`config.mk`:
```
export PLATFORM = sky130hd
export DESIGN_NAME = gpr_wb_ctrl
export DESIGN_NICKNAME = d
export VERILOG_FILES = /design/src/rtl/gpr_ctrl_pkg.sv /design/src/rtl/gpr_scoreboard.sv /design/src/rtl/gpr_wb_ctrl.sv
export SDC_FILE = /design/constraint.sdc
export NUM_CORES = 1
export LEC_CHECK = 0
export ABC_AREA = 1
export CAP_MARGIN = 20
export CORE_MARGIN = 2
export CORE_UTILIZATION = 35
export DETAILED_ROUTE_END_ITERATION = 12
export GPL_ROUTABILITY_DRIVEN = 0
export PLACE_DENSITY = 0.77
export REMOVE_ABC_BUFFERS = 1
export SLEW_MARGIN = 20
export SYNTH_ARGS = -nofsm -noshare
export SYNTH_HDL_FRONTEND = slang
export SYNTH_SLANG_ARGS = --single-unit
```
`constraint.sdc`:
```
create_clock -name clock_in -period 5.98 [get_ports clock_in]
set_input_delay 1.495 -clock clock_in [delete_from_list [all_inputs] [get_ports clock_in]]
set_output_delay 1.495 -clock clock_in [all_outputs]
set_load 0.05 [all_outputs]
```
`src/rtl/gpr_ctrl_pkg.sv`:
```
// Shared types and constants for the GPR writeback controller.
// Optional checking logic in gpr_wb_ctrl is enabled by defining GPR_WB_CHECK_EN.
package gpr_ctrl_pkg;

    localparam int XLEN       = 32;
    localparam int REG_ADDR_W = 5;
    localparam int NUM_REGS   = 32'd2 ** REG_ADDR_W;

    // Writeback source encoding, also the round-robin pointer type.
    typedef enum logic {
        SRC_ALU = 1'b0,
        SRC_LSU = 1'b1
    } wb_src_e;

    // One writeback request as presented by an execution unit.
    typedef struct packed {
        logic                  valid;
        logic [REG_ADDR_W-1:0] rd_addr;
        logic [XLEN-1:0]       data;
    } wb_req_t;

    // One-hot mask selecting a single register.
    function automatic logic [NUM_REGS-1:0] reg_onehot(input logic [REG_ADDR_W-1:0] addr);
        logic [NUM_REGS-1:0] mask;
        mask       = '0;
        mask[addr] = 1'b1;
        return mask;
    endfunction

    // The source that gets priority after the given one has been served.
    function automatic wb_src_e other_src(input wb_src_e src);
        wb_src_e nxt;
        case (src)
            SRC_ALU: nxt = SRC_LSU;
            SRC_LSU: nxt = SRC_ALU;
            default: nxt = SRC_ALU;
        endcase
        return nxt;
    endfunction

endpackage

```
`src/rtl/gpr_scoreboard.sv`:
```
// Per-register busy scoreboard. A bit is set when an instruction with that
// destination issues and cleared when its writeback reaches the GPR.
// A set and a clear of the same register on one edge leaves it busy,
// since the set belongs to a newer producer. x0 is never busy.
module gpr_scoreboard
    import gpr_ctrl_pkg::*;
(
    input  logic                  clk,
    input  logic                  rst_n,
    input  logic                  set_en,
    input  logic [REG_ADDR_W-1:0] set_addr,
    input  logic                  clr_en,
    input  logic [REG_ADDR_W-1:0] clr_addr,
    input  logic [REG_ADDR_W-1:0] rs1_addr,
    input  logic [REG_ADDR_W-1:0] rs2_addr,
    input  logic [REG_ADDR_W-1:0] rd_addr,
    output logic [NUM_REGS-1:0]   busy_vec,
    output logic                  any_busy
);

    logic [NUM_REGS-1:0] busy_r;
    logic [NUM_REGS-1:0] set_mask_s;
    logic [NUM_REGS-1:0] clr_mask_s;
    logic [NUM_REGS-1:0] busy_nxt_s;

    // Next busy vector: clear first, then set, so set wins on a collision.
    always_comb begin
        set_mask_s = '0;
        clr_mask_s = '0;
        if (set_en && (set_addr != {REG_ADDR_W{1'b0}})) begin
            set_mask_s = reg_onehot(set_addr);
        end else begin
            set_mask_s = '0;
        end
        if (clr_en) begin
            clr_mask_s = reg_onehot(clr_addr);
        end else begin
            clr_mask_s = '0;
        end
        busy_nxt_s = ((busy_r & ~clr_mask_s) | set_mask_s)
                     & ~reg_onehot({REG_ADDR_W{1'b0}});
    end

    // Busy vector state.
    always_ff @(posedge clk or negedge rst_n) begin
        if (!rst_n) begin
            busy_r <= '0;
        end else begin
            busy_r <= busy_nxt_s;
        end
    end

    // Bit 0 is held at zero, so x0 operands never report busy.
    assign any_busy = busy_r[rs1_addr] | busy_r[rs2_addr] | busy_r[rd_addr];
    assign busy_vec = busy_r;

endmodule

```
`src/rtl/gpr_wb_ctrl.sv`:
```
// GPR write-port controller: round-robin arbitration of ALU/LSU writebacks
// onto the single GPR write port (parked on x0 when idle) plus a busy
// scoreboard for RAW/WAW stalls at decode.
// Define GPR_WB_CHECK_EN to build the sticky writeback-error checker
// (orphan writeback and stuck-WAW watchdog); otherwise wb_err_out is 0.
module gpr_wb_ctrl
    import gpr_ctrl_pkg::*;
(
    input  logic                  clock_in,
    input  logic                  reset_in,
    input  logic                  issue_valid_in,
    input  logic [REG_ADDR_W-1:0] issue_rd_addr_in,
    input  logic [REG_ADDR_W-1:0] issue_rs1_addr_in,
    input  logic [REG_ADDR_W-1:0] issue_rs2_addr_in,
    output logic                  hazard_out,
    input  logic                  alu_valid_in,
    input  logic [REG_ADDR_W-1:0] alu_rd_addr_in,
    input  logic [XLEN-1:0]       alu_data_in,
    output logic                  alu_ready_out,
    input  logic                  lsu_valid_in,
    input  logic [REG_ADDR_W-1:0] lsu_rd_addr_in,
    input  logic [XLEN-1:0]       lsu_data_in,
    output logic                  lsu_ready_out,
    output logic [REG_ADDR_W-1:0] gpr_rd_addr_out,
    output logic [XLEN-1:0]       gpr_rd_data_out,
    output logic [NUM_REGS-1:0]   busy_vec_out,
    output logic                  wb_err_out
);

    wb_req_t               alu_req_s;
    wb_req_t               lsu_req_s;
    wb_req_t               win_req_s;
    wb_src_e               rr_ptr_r;
    logic                  grant_alu_s;
    logic                  grant_lsu_s;
    logic                  rr_flip_s;
    logic                  hs_s;
    logic                  any_busy_s;
    logic                  issue_acc_s;
    logic                  pend_valid_r;
    logic [REG_ADDR_W-1:0] pend_addr_r;
    logic                  clr_en_s;

    assign alu_req_s = {alu_valid_in, alu_rd_addr_in, alu_data_in};
    assign lsu_req_s = {lsu_valid_in, lsu_rd_addr_in, lsu_data_in};

    // Arbitration: a lone requester wins; on contention rr_ptr decides and flips.
    always_comb begin
        grant_alu_s = 1'b0;
        grant_lsu_s = 1'b0;
        rr_flip_s   = 1'b0;
        win_req_s   = '0;
        case ({alu_req_s.valid, lsu_req_s.valid})
            2'b10: grant_alu_s = 1'b1;
            2'b01: grant_lsu_s = 1'b1;
            2'b11: begin
                rr_flip_s = 1'b1;
                if (rr_ptr_r == SRC_ALU) begin
                    grant_alu_s = 1'b1;
                end else begin
                    grant_lsu_s = 1'b1;
                end
            end
            default: begin
                grant_alu_s = 1'b0;
                grant_lsu_s = 1'b0;
            end
        endcase
        if (grant_alu_s) begin
            win_req_s = alu_req_s;
        end else if (grant_lsu_s) begin
            win_req_s = lsu_req_s;
        end else begin
            win_req_s = '0;
        end
    end

    // Readies are forced low while reset is held so no handshake is seen.
    assign alu_ready_out = grant_alu_s & reset_in;
    assign lsu_ready_out = grant_lsu_s & reset_in;
    assign hs_s          = win_req_s.valid & reset_in;

    assign hazard_out  = issue_valid_in & any_busy_s;
    assign issue_acc_s = issue_valid_in & ~any_busy_s;
    assign clr_en_s    = pend_valid_r;

    gpr_scoreboard u_scoreboard (
        .clk      (clock_in),
        .rst_n    (reset_in),
        .set_en   (issue_acc_s),
        .set_addr (issue_rd_addr_in),
        .clr_en   (clr_en_s),
        .clr_addr (pend_addr_r),
        .rs1_addr (issue_rs1_addr_in),
        .rs2_addr (issue_rs2_addr_in),
        .rd_addr  (issue_rd_addr_in),
        .busy_vec (busy_vec_out),
        .any_busy (any_busy_s)
    );

    // Round-robin pointer, moved only when both sources contended.
    always_ff @(posedge clock_in or negedge reset_in) begin
        if (!reset_in) begin
            rr_ptr_r <= SRC_ALU;
        end else if (rr_flip_s) begin
            rr_ptr_r <= other_src(rr_ptr_r);
        end else begin
            rr_ptr_r <= rr_ptr_r;
        end
    end

    // GPR write port and pending-clear tracking; idle cycles write 0 to x0.
    always_ff @(posedge clock_in or negedge reset_in) begin
        if (!reset_in) begin
            gpr_rd_addr_out <= '0;
            gpr_rd_data_out <= '0;
            pend_valid_r    <= 1'b0;
            pend_addr_r     <= '0;
        end else if (hs_s) begin
            gpr_rd_addr_out <= win_req_s.rd_addr;
            gpr_rd_data_out <= win_req_s.data;
            pend_valid_r    <= 1'b1;
            pend_addr_r     <= win_req_s.rd_addr;
        end else begin
            gpr_rd_addr_out <= '0;
            gpr_rd_data_out <= '0;
            pend_valid_r    <= 1'b0;
            pend_addr_r     <= '0;
        end
    end

`ifdef GPR_WB_CHECK_EN
    logic [7:0] wd_cnt_r;
    logic       wd_cond_s;
    logic       orphan_s;
    logic       err_r;

    assign wd_cond_s = issue_valid_in & hazard_out & busy_vec_out[issue_rd_addr_in];
    assign orphan_s  = hs_s
                       & (win_req_s.rd_addr != {REG_ADDR_W{1'b0}})
                       & ~busy_vec_out[win_req_s.rd_addr]
                       & ~(clr_en_s & (pend_addr_r == win_req_s.rd_addr));

    // Watchdog counting consecutive cycles issue is stuck on a busy destination.
    always_ff @(posedge clock_in or negedge reset_in) begin
        if (!reset_in) begin
            wd_cnt_r <= 8'd0;
        end else if (wd_cond_s) begin
            if (wd_cnt_r != 8'hFF) begin
                wd_cnt_r <= wd_cnt_r + 8'd1;
            end else begin
                wd_cnt_r <= wd_cnt_r;
            end
        end else begin
            wd_cnt_r <= 8'd0;
        end
    end

    // Sticky error flag: orphan writeback or watchdog expiry.
    always_ff @(posedge clock_in or negedge reset_in) begin
        if (!reset_in) begin
            err_r <= 1'b0;
        end else if (orphan_s || (wd_cond_s && (wd_cnt_r == 8'hFF))) begin
            err_r <= 1'b1;
        end else begin
            err_r <= err_r;
        end
    end

    assign wb_err_out = err_r;
`else
    assign wb_err_out = 1'b0;
`endif

endmodule

```
======== Yosys cells after proc, flatten, opt, wreduce, memory -nomap -nowiden ========
Index checks and enable logic that the tools add are counted.
W data, S select, Z words.
operators by class
  multiplexer cells ....................... 23
  order comparisons ....................... 6
  equality and inequality tests ........... 3
  reduce and logical (&&, ||, !) cells .... 4
  bitwise operators ....................... 12
operators with widths
  kind                  count
  $mux W32              3
  $mux W38              2
  $and A32 B32 Y32      1
  $not A32 Y32          1
  $or A32 B32 Y32       1
  $lt A5 B6 Y1 const B  4
  $bmux W1 S5           3
  $demux W1 S5          2
  $ge A5 B1 Y1 const B  2
  $mux W1               9
  $pmux W1 S2           3
  $and A1 B1 Y1         5
  $mux W5               1
  $reduce_bool A5 Y1    1
  $eq A2 B2 Y1 const B  2
  $logic_and A1 B1 Y1   3
  $eq A2 B1 Y1 const B  1
  $not A1 Y1            2
  $or A1 B1 Y1          2
storage, ports and cells
  register bits ........................... 70
  output and inout port bits .............. 73
  input port bits ......................... 94

======== Longest topological paths before layout ========
Gate-level depths: netlist (run 1).
  depth in word-level cells ............... 9
  depth in mapped cells ................... 14
  mapped depth without buffers ............ 12

======== By module ========
Synthesis (run 1) repeated with hierarchy kept, for this count alone.
second synthesis, totals
  cell total of the unflattened synthesis .. 554
  area, all modules ....................... 4040.1 µm²
modules (own cells, without submodules)
  module          sequential area each (µm²)  times used  area each (µm²)  cells each
  gpr_scoreboard  775.7                       1           2301.0           365
  gpr_wb_ctrl     975.9                       1           1739.2           189

======== Worst setup path before layout (run 1) ========
No wires, ideal clock.
  path type ............................... input port to output port
  start ................................... input issue_rs2_addr_in[0]
  end ..................................... output hazard_out
  setup slack ............................. 1.032 ns
  buffers on the path ..................... 2
  stages on the path ...................... 12
  data required time ...................... 4.485 ns
  arrival ................................. 3.453 ns
  cells stage by stage .................... buf_2 inv_2 buf_6 nand2_1 nand3_1 nand3_1 nand3_1 nand2_1 nand2_1 nand2_1 nor2_4 a21boi_0
on the way
  longest elaborated chain between the ends .. 5
ends and longest elaborated chain
  item                           RTL line              RTL
  start: declaration             gpr_wb_ctrl.sv:14     input logic [REG_ADDR_W-1:0] issue_rs2_addr_in,
  $bmux W1 S5                    gpr_scoreboard.sv:54  assign any_busy = busy_r[rs1_addr] | busy_r[rs2_addr] | busy_r[rd_addr];
  $mux W1 (implied by the code)  gpr_scoreboard.sv:54
  $or A1 B1 Y1 (2 in series)     gpr_scoreboard.sv:54
  $and A1 B1 Y1                  gpr_wb_ctrl.sv:83     assign hazard_out = issue_valid_in & any_busy_s;
  end: declaration               gpr_wb_ctrl.sv:15     output logic hazard_out,
No other way between the ends. The select of a mux whose other input is x is not followed.

======== Final worst setup path (run 1) ========
  start ................................... input issue_rs1_addr_in[0]
  end ..................................... output hazard_out
on the way
  longest elaborated chain between the ends .. 5
ends and longest elaborated chain
  item                           RTL line              RTL
  start: declaration             gpr_wb_ctrl.sv:13     input logic [REG_ADDR_W-1:0] issue_rs1_addr_in,
  $bmux W1 S5                    gpr_scoreboard.sv:54
  $mux W1 (implied by the code)  gpr_scoreboard.sv:54
  $or A1 B1 Y1 (2 in series)     gpr_scoreboard.sv:54
  $and A1 B1 Y1                  gpr_wb_ctrl.sv:83
No other way between the ends. The select of a mux whose other input is x is not followed.

==> results.json, run 1 <==
{
  "grt_pass1_vias": 4826,
  "p_per_area_nw_per_um2": 264,
  "multi_input_area_um2": 2110,
  "critPathMaxFanout": 18,
  "dieArea_um2": 13300,
  "postRouteAntennaNets": 0,
  "h-tree-depth": 3,
  "wl_per_cell_um": 16.0,
  "cts_tree": "done",
  "root_buffer": "clkbuf_16",
  "synthTopCellsByArea": "dfrtp_1, nand3_1, nand2_1, a21oi_1, inv_1",
  "hp-start": "u_scoreboard.busy_vec[17]",
  "layout-drive-gt1-share_pct": 4.78,
  "reg2reg_slack_ns": 4.14,
  "grt_pass1_wl_um": 24400,
  "cp.arrival_ns": 3.66,
  "worst_pin_slew_ns": 0.902,
  "crit_path_end_kind": "primary output",
  "synth_flop_cell": "dfrtp_1",
  "ir_worst_vdd_mv": 0.158,
  "min_to": "u_scoreboard.busy_vec[17]",
  "yosysSeqAreaShare_pct": 40.3,
  "diodes": 0,
  "synth_top_family_by_area": "simple AND/OR/NAND/NOR gates",
  "hold_viol": 0,
  "cp-start-kind": "primary input",
  "rsz0062_at_grt": "false",
  "rr_worst_depth": 12,
  "synth_xor_area_share_pct": 0,
  "yosys_warnings": 0,
  "ff_latch_area_um2": 1750,
  "synthArstFlopShare_pct": 100,
  "vias": 4960,
  "portBuffers": 164,
  "ys_types": 27,
  "fin_crit_sh_pct": 86.2,
  "clock_path_buffers": 2,
  "setup_tns_ns": 0,
  "hold_buffers": 0,
  "clock_skew_ns": 0.00373,
  "synthSimpleGateAreaFrac_pct": 37.9,
  "fmax_mhz": 194,
  "worst_slack_ns": 0.824,
  "synth_edf_count": 0,
  "finalNetCount": 864,
  "fillCellCount": 1149,
  "synthMuxAreaShare_pct": 0,
  "syn_avg_cell_area_um2": 6.93,
  "path_clk_slew_ns": 0.06,
  "synth_compound_area_share_pct": 10.4,
  "grt_use_total_pct": 23.3,
  "synth_seq_cells": 70,
  "worst_ep_required_time_ns": 4.49,
  "syn-cell-area_um2": 4350,
  "cts-resized-gates": 0,
  "viasPerCell": 5.27,
  "synth_top_cell_area_share_pct": 40.3,
  "yosys.area.top_type": "dfrtp_1",
  "drv_cap": 0,
  "crit_type": "in -> out",
  "final_cell_count_no_fill": 942,
  "status": "finished, final reports clean",
  "timing.rr.start": "u_scoreboard.busy_vec[13]",
  "synth_commonest_cells": "nand3_1, nand2_1, dfrtp_1, inv_1, nor2_1",
  "post_cts_buffers": 0,
  "min_period_ns": 5.16,
  "dp_cells": 927,
  "clk_latency_ns": 0.33,
  "die_w_um": 115,
  "drv_slew": 0,
  "r2r_end": "u_scoreboard.busy_vec[7]",
  "area_growth_pct": 45.0,
  "grt.overflow.total": 0,
  "start_util_pct": 36.0,
  "design.portCount": 167,
  "setup_viol": 0,
  "cts.sinks": 70,
  "power.leakage_nw": 2.77,
  "hpwlAfterDp_um": 10900,
  "die_h_um": 115,
  "slew_headroom_pct": 39.8,
  "pre_cts_slack_ns": 0.894,
  "drc_errors": 0,
  "holdPathStages": 2,
  "synthCells": 627,
  "antenna_found_initial": 1,
  "first_pass_iters": 5,
  "synth-adder-area-share_pct": 0,
  "hp-class": "reg -> reg",
  "yosysMostFrequentCell": "nand3_1",
  "drt-initial-drc-count": 612,
  "cts_buffers": 9,
  "core_um2": 12100,
  "grt_max_degree": 72,
  "wl_um": 15100,
  "rows": 40
}
-- stage by stage --
stage	hold slack [ns]	power, mW	instance area (um2)	util (%)
floorplan	0.525	0.890	4110	-
global placement	0.524	1.14	6010	49.9
detailed placement	0.536	1.14	6010	49.9
CTS	0.547	1.67	6300	52.3
global route	0.589	1.75	6300	52.3
finish	0.549	1.66	6300	52.3
-- power breakdown --
group | leakage, nW | internal [mW] | total (mW) | switching (mW)
logic | 1.81 | 0.197 | 0.568 | 0.371
registers | 0.825 | 0.520 | 0.569 | 0.0494
clock network | 0.141 | 0.330 | 0.527 | 0.197
total | 2.77 | 1.05 | 1.66 | 0.617
-- cells by family (layout without fill, tap and decap cells) --
kind of cell | after synthesis | count (layout)
other | 1 | 2
AO/OA/AOI/OAI | 88 | 88
AND/OR/NAND/NOR | 360 | 360
flip-flops | 70 | 70
buffers and inverters | 108 | 254
-- how the worst max path moves through the flow --
stage	slack, ns	end	start
final	0.82	hazard_out	issue_rs1_addr_in[0]
after global routing	0.64	hazard_out	issue_rs2_addr_in[0]
after CTS	0.88	hazard_out	issue_rs2_addr_in[0]
after detailed placement	0.89	hazard_out	issue_rs2_addr_in[0]
after global placement	0.90	hazard_out	issue_rs2_addr_in[0]
after floorplan	0.98	hazard_out	issue_rd_addr_in[1]
-- critical path, stage by stage --
cell	delay, ns
clkdlybuf4s50_1	0.88
inv_2	0.25
nand2_1	0.11
nand3_1	0.07
nand3_1	0.12
nand3_1	0.08
nand2_1	0.06
nand2_1	0.05
nand2_1	0.11
nor2_4	0.04
a21boi_0	0.16
buf_4	0.23
-- layer usage --
layer	vias to the layer above	routed length (um)	track usage, %
met1	2258	5880	28.8
met5	-	13	0
li1	2380	-	-
met4	2	275	7.79
met2	295	6790	36.8
met3	25	2100	10.1
-- area by class of cell --
cell class	count	area share [%]
multi-input combinational	450	33.5
clock buffer	11	3.85
inverter	67	3.99
clock inverter	4	0.754
sequential	70	27.8
timing repair buffer	172	26.8
tap	168	3.33
-- state kept, by name, summed over array words and instances (netlist names) --
name / cells
u_scoreboard.busy_vec: 31
rr_ptr_r: 1
pend_addr_r: 5
clr_en_s: 1
gpr_rd_data_out: 32
-- layout by cell type, fill, tap and decap left out, drive strengths merged, types with 2 or more instances in the layout --
master,instances
inv,66
nand2,129
dfrtp,70
conb,2
nor3,6
clkinv,3
clkdlybuf4s50,160
o21ai,35
nor2,51
buf,12
nand4,31
nand3,143
a21oi,48
clkbuf,11
Power figures use the tool's default switching activity.
==> run 2: changes to the inputs <==
--- a/config.mk
+++ b/config.mk
@@ -8,10 +8,11 @@
 export ABC_AREA = 1
 export CAP_MARGIN = 20
 export CORE_MARGIN = 2
-export CORE_UTILIZATION = 35
+export CORE_UTILIZATION = 45
+export CTS_BUF_LIST = sky130_fd_sc_hd__clkbuf_4 sky130_fd_sc_hd__clkbuf_8
 export DETAILED_ROUTE_END_ITERATION = 12
 export GPL_ROUTABILITY_DRIVEN = 0
-export PLACE_DENSITY = 0.77
+export PLACE_DENSITY = 0.93
 export REMOVE_ABC_BUFFERS = 1
 export SLEW_MARGIN = 20
 export SYNTH_ARGS = -nofsm -noshare
==> results.json, run 2 (synthesized netlist as in run 1, its figures left out) <==
{
  "min_period_ns": 5.36,
  "ff_latch_area_um2": 1750,
  "setup_tns_ns": 0,
  "drt-initial-drc-count": 671,
  "grt_pass1_vias": 5209,
  "p_sw_share_pct": 41.6,
  "h-tree-depth": 3,
  "clock_skew_ns": 0.0110,
  "slew_headroom_pct": 36.9,
  "fillCellCount": 743,
  "vias": 5313,
  "crit_type": "in -> out",
  "worst_ep_required_time_ns": 4.49,
  "start_util_pct": 46.6,
  "postRouteAntennaNets": 0,
  "max_flop_register": "gpr_rd_data_out",
  "drc_errors": 0,
  "worst_pin_slew_ns": 0.945,
  "power.leakage_nw": 2.72,
  "drv_slew": 0,
  "cp.arrival_ns": 3.87,
  "rsz0062_at_grt": "false",
  "grt_pass1_wl_um": 25400,
  "root_buffer": "clkbuf_8",
  "fmax_mhz": 186,
  "cts_tree": "done",
  "cp-start-kind": "primary input",
  "pre_cts_slack_ns": 0.719,
  "finish.utilization_pct": 65.8,
  "cts_buffers": 9,
  "rows": 35,
  "layout-drive-gt1-share_pct": 5.03,
  "fin_crit_sh_pct": 89.7,
  "p_switching_mw": 0.619,
  "wl_per_cell_um": 17.5,
  "worst_slack_ns": 0.616,
  "final_common_cell": "clkdlybuf4s50_1",
  "post_cts_buffers": 0,
  "use_met3_pct": 12.7,
  "design.portCount": 167,
  "grt_use_total_pct": 31.3,
  "antenna_found_initial": 2,
  "p_per_area_nw_per_um2": 243,
  "wl_um": 15800,
  "whs_ns": 0.555,
  "p_int_mw": 0.870,
  "first_pass_iters": 6,
  "multi_input_area_um2": 2110,
  "totalPowerFinal_mw": 1.49,
  "hold_buffers": 0,
  "drv_cap": 0,
  "hold_viol": 0,
  "status": "finished, final reports clean",
  "use_met1_pct": 36.9,
  "largest_reg_flops": 32,
  "grt.overflow.total": 0,
  "area_growth_pct": 41.2,
  "busiest_layer": "met2",
  "finalNetCount": 864,
  "cts.sinks": 70,
  "pwr-share-seq_pct": 38.1,
  "clock_path_buffers": 2,
  "core_um2": 9330,
  "die_w_um": 102,
  "pwr-share-comb_pct": 39.0,
  "path_clk_slew_ns": 0.07,
  "ir_worst_vdd_mv": 0.159,
  "grt_max_degree": 72,
  "clockPowerShare_pct": 23.0,
  "cts-resized-gates": 0,
  "grt_use_met2_pct": 49.9,
  "die_h_um": 102,
  "setup_viol": 0,
  "clk_latency_ns": 0.35,
  "hpwlAfterDp_um": 11400,
  "portBuffers": 164,
  "viasPerCell": 5.86,
  "crit_path_end_kind": "primary output",
  "critPathMaxFanout": 18,
  "hp-class": "reg -> reg",
  "final_cell_mix": "clkdlybuf4s50_1, nand3_1, nand2_1, dfrtp_1, inv_1",
  "dieArea_um2": 10500
}
[run 2: per-layer routing]
metal | part of all wire (%) | vias up
li1 | - | 2375
met1 | 35 | 2457
met2 | 47 | 414
met3 | 14 | 67
met4 | 3.5 | 0
met5 | 0 | -
[run 2: worst paths after layout]
check / start / endpoint / cells after the start / slack [ns]
max reg2reg: u_scoreboard.busy_vec[25] / u_scoreboard.busy_vec[4] / 12 / 4.03
min: u_scoreboard.busy_vec[9] / u_scoreboard.busy_vec[9] / 2 / 0.55
max in group asynchronous: reset_in / u_scoreboard.busy_vec[9] / 2 / 4.02
max: issue_rs1_addr_in[0] / hazard_out / 12 / 0.62
min in group asynchronous: reset_in / gpr_rd_data_out[6] / 2 / 1.39
min reg2reg: u_scoreboard.busy_vec[9] / u_scoreboard.busy_vec[9] / 2 / 0.55
[run 2: per-stage QoR]
step	std cells	instance area, um2
final	906	6140
after global routing	906	6140
after CTS	904	6130
after detailed placement	888	5960
after global placement	888	5960
after floorplan	587	4110
[run 2: critical path, stage by stage]
cell             delay, ns
clkdlybuf4s50_1       0.88
inv_2                 0.24
nand2_1               0.12
nand3_1               0.09
nand3_1               0.11
nand3_1               0.09
nand2_1               0.07
nand2_1               0.05
nand2_1               0.11
nor2_4                0.04
a21boi_0              0.28
buf_4                 0.27
[run 2: cell type report]
class                   count  area share, %
multi-input cells         450           34.4
flip-flops and latches     70           28.5
repair buffers            172           27.5
inverters                  67           4.10
well taps                 129           2.63
clock buffers              10           2.14
clock inverters             6          0.632
diodes                      2         0.0815
[run 2: power groups by stage]
| stage | Sequential, mW | Combinational (mW) | Clock (mW) |
|---|---|---|---|
| finish | 0.567 | 0.580 | 0.342 |
| detailed placement | 0.573 | 0.570 | 0 |
| global route | 0.572 | 0.616 | 0.370 |
| global placement | 0.573 | 0.555 | 0 |
| floorplan | 0.719 | 0.171 | 0 |
| CTS | 0.564 | 0.572 | 0.344 |
==> run 3: changes to the inputs <==
--- a/config.mk
+++ b/config.mk
@@ -12,6 +12,7 @@
 export CTS_BUF_LIST = sky130_fd_sc_hd__clkbuf_4 sky130_fd_sc_hd__clkbuf_8
 export DETAILED_ROUTE_END_ITERATION = 12
 export GPL_ROUTABILITY_DRIVEN = 0
+export GPL_TIMING_DRIVEN = 1
 export PLACE_DENSITY = 0.93
 export REMOVE_ABC_BUFFERS = 1
 export SLEW_MARGIN = 20
==> results of run 3 <==
The final DEF is identical to that of run 2; final timing and power are the same.
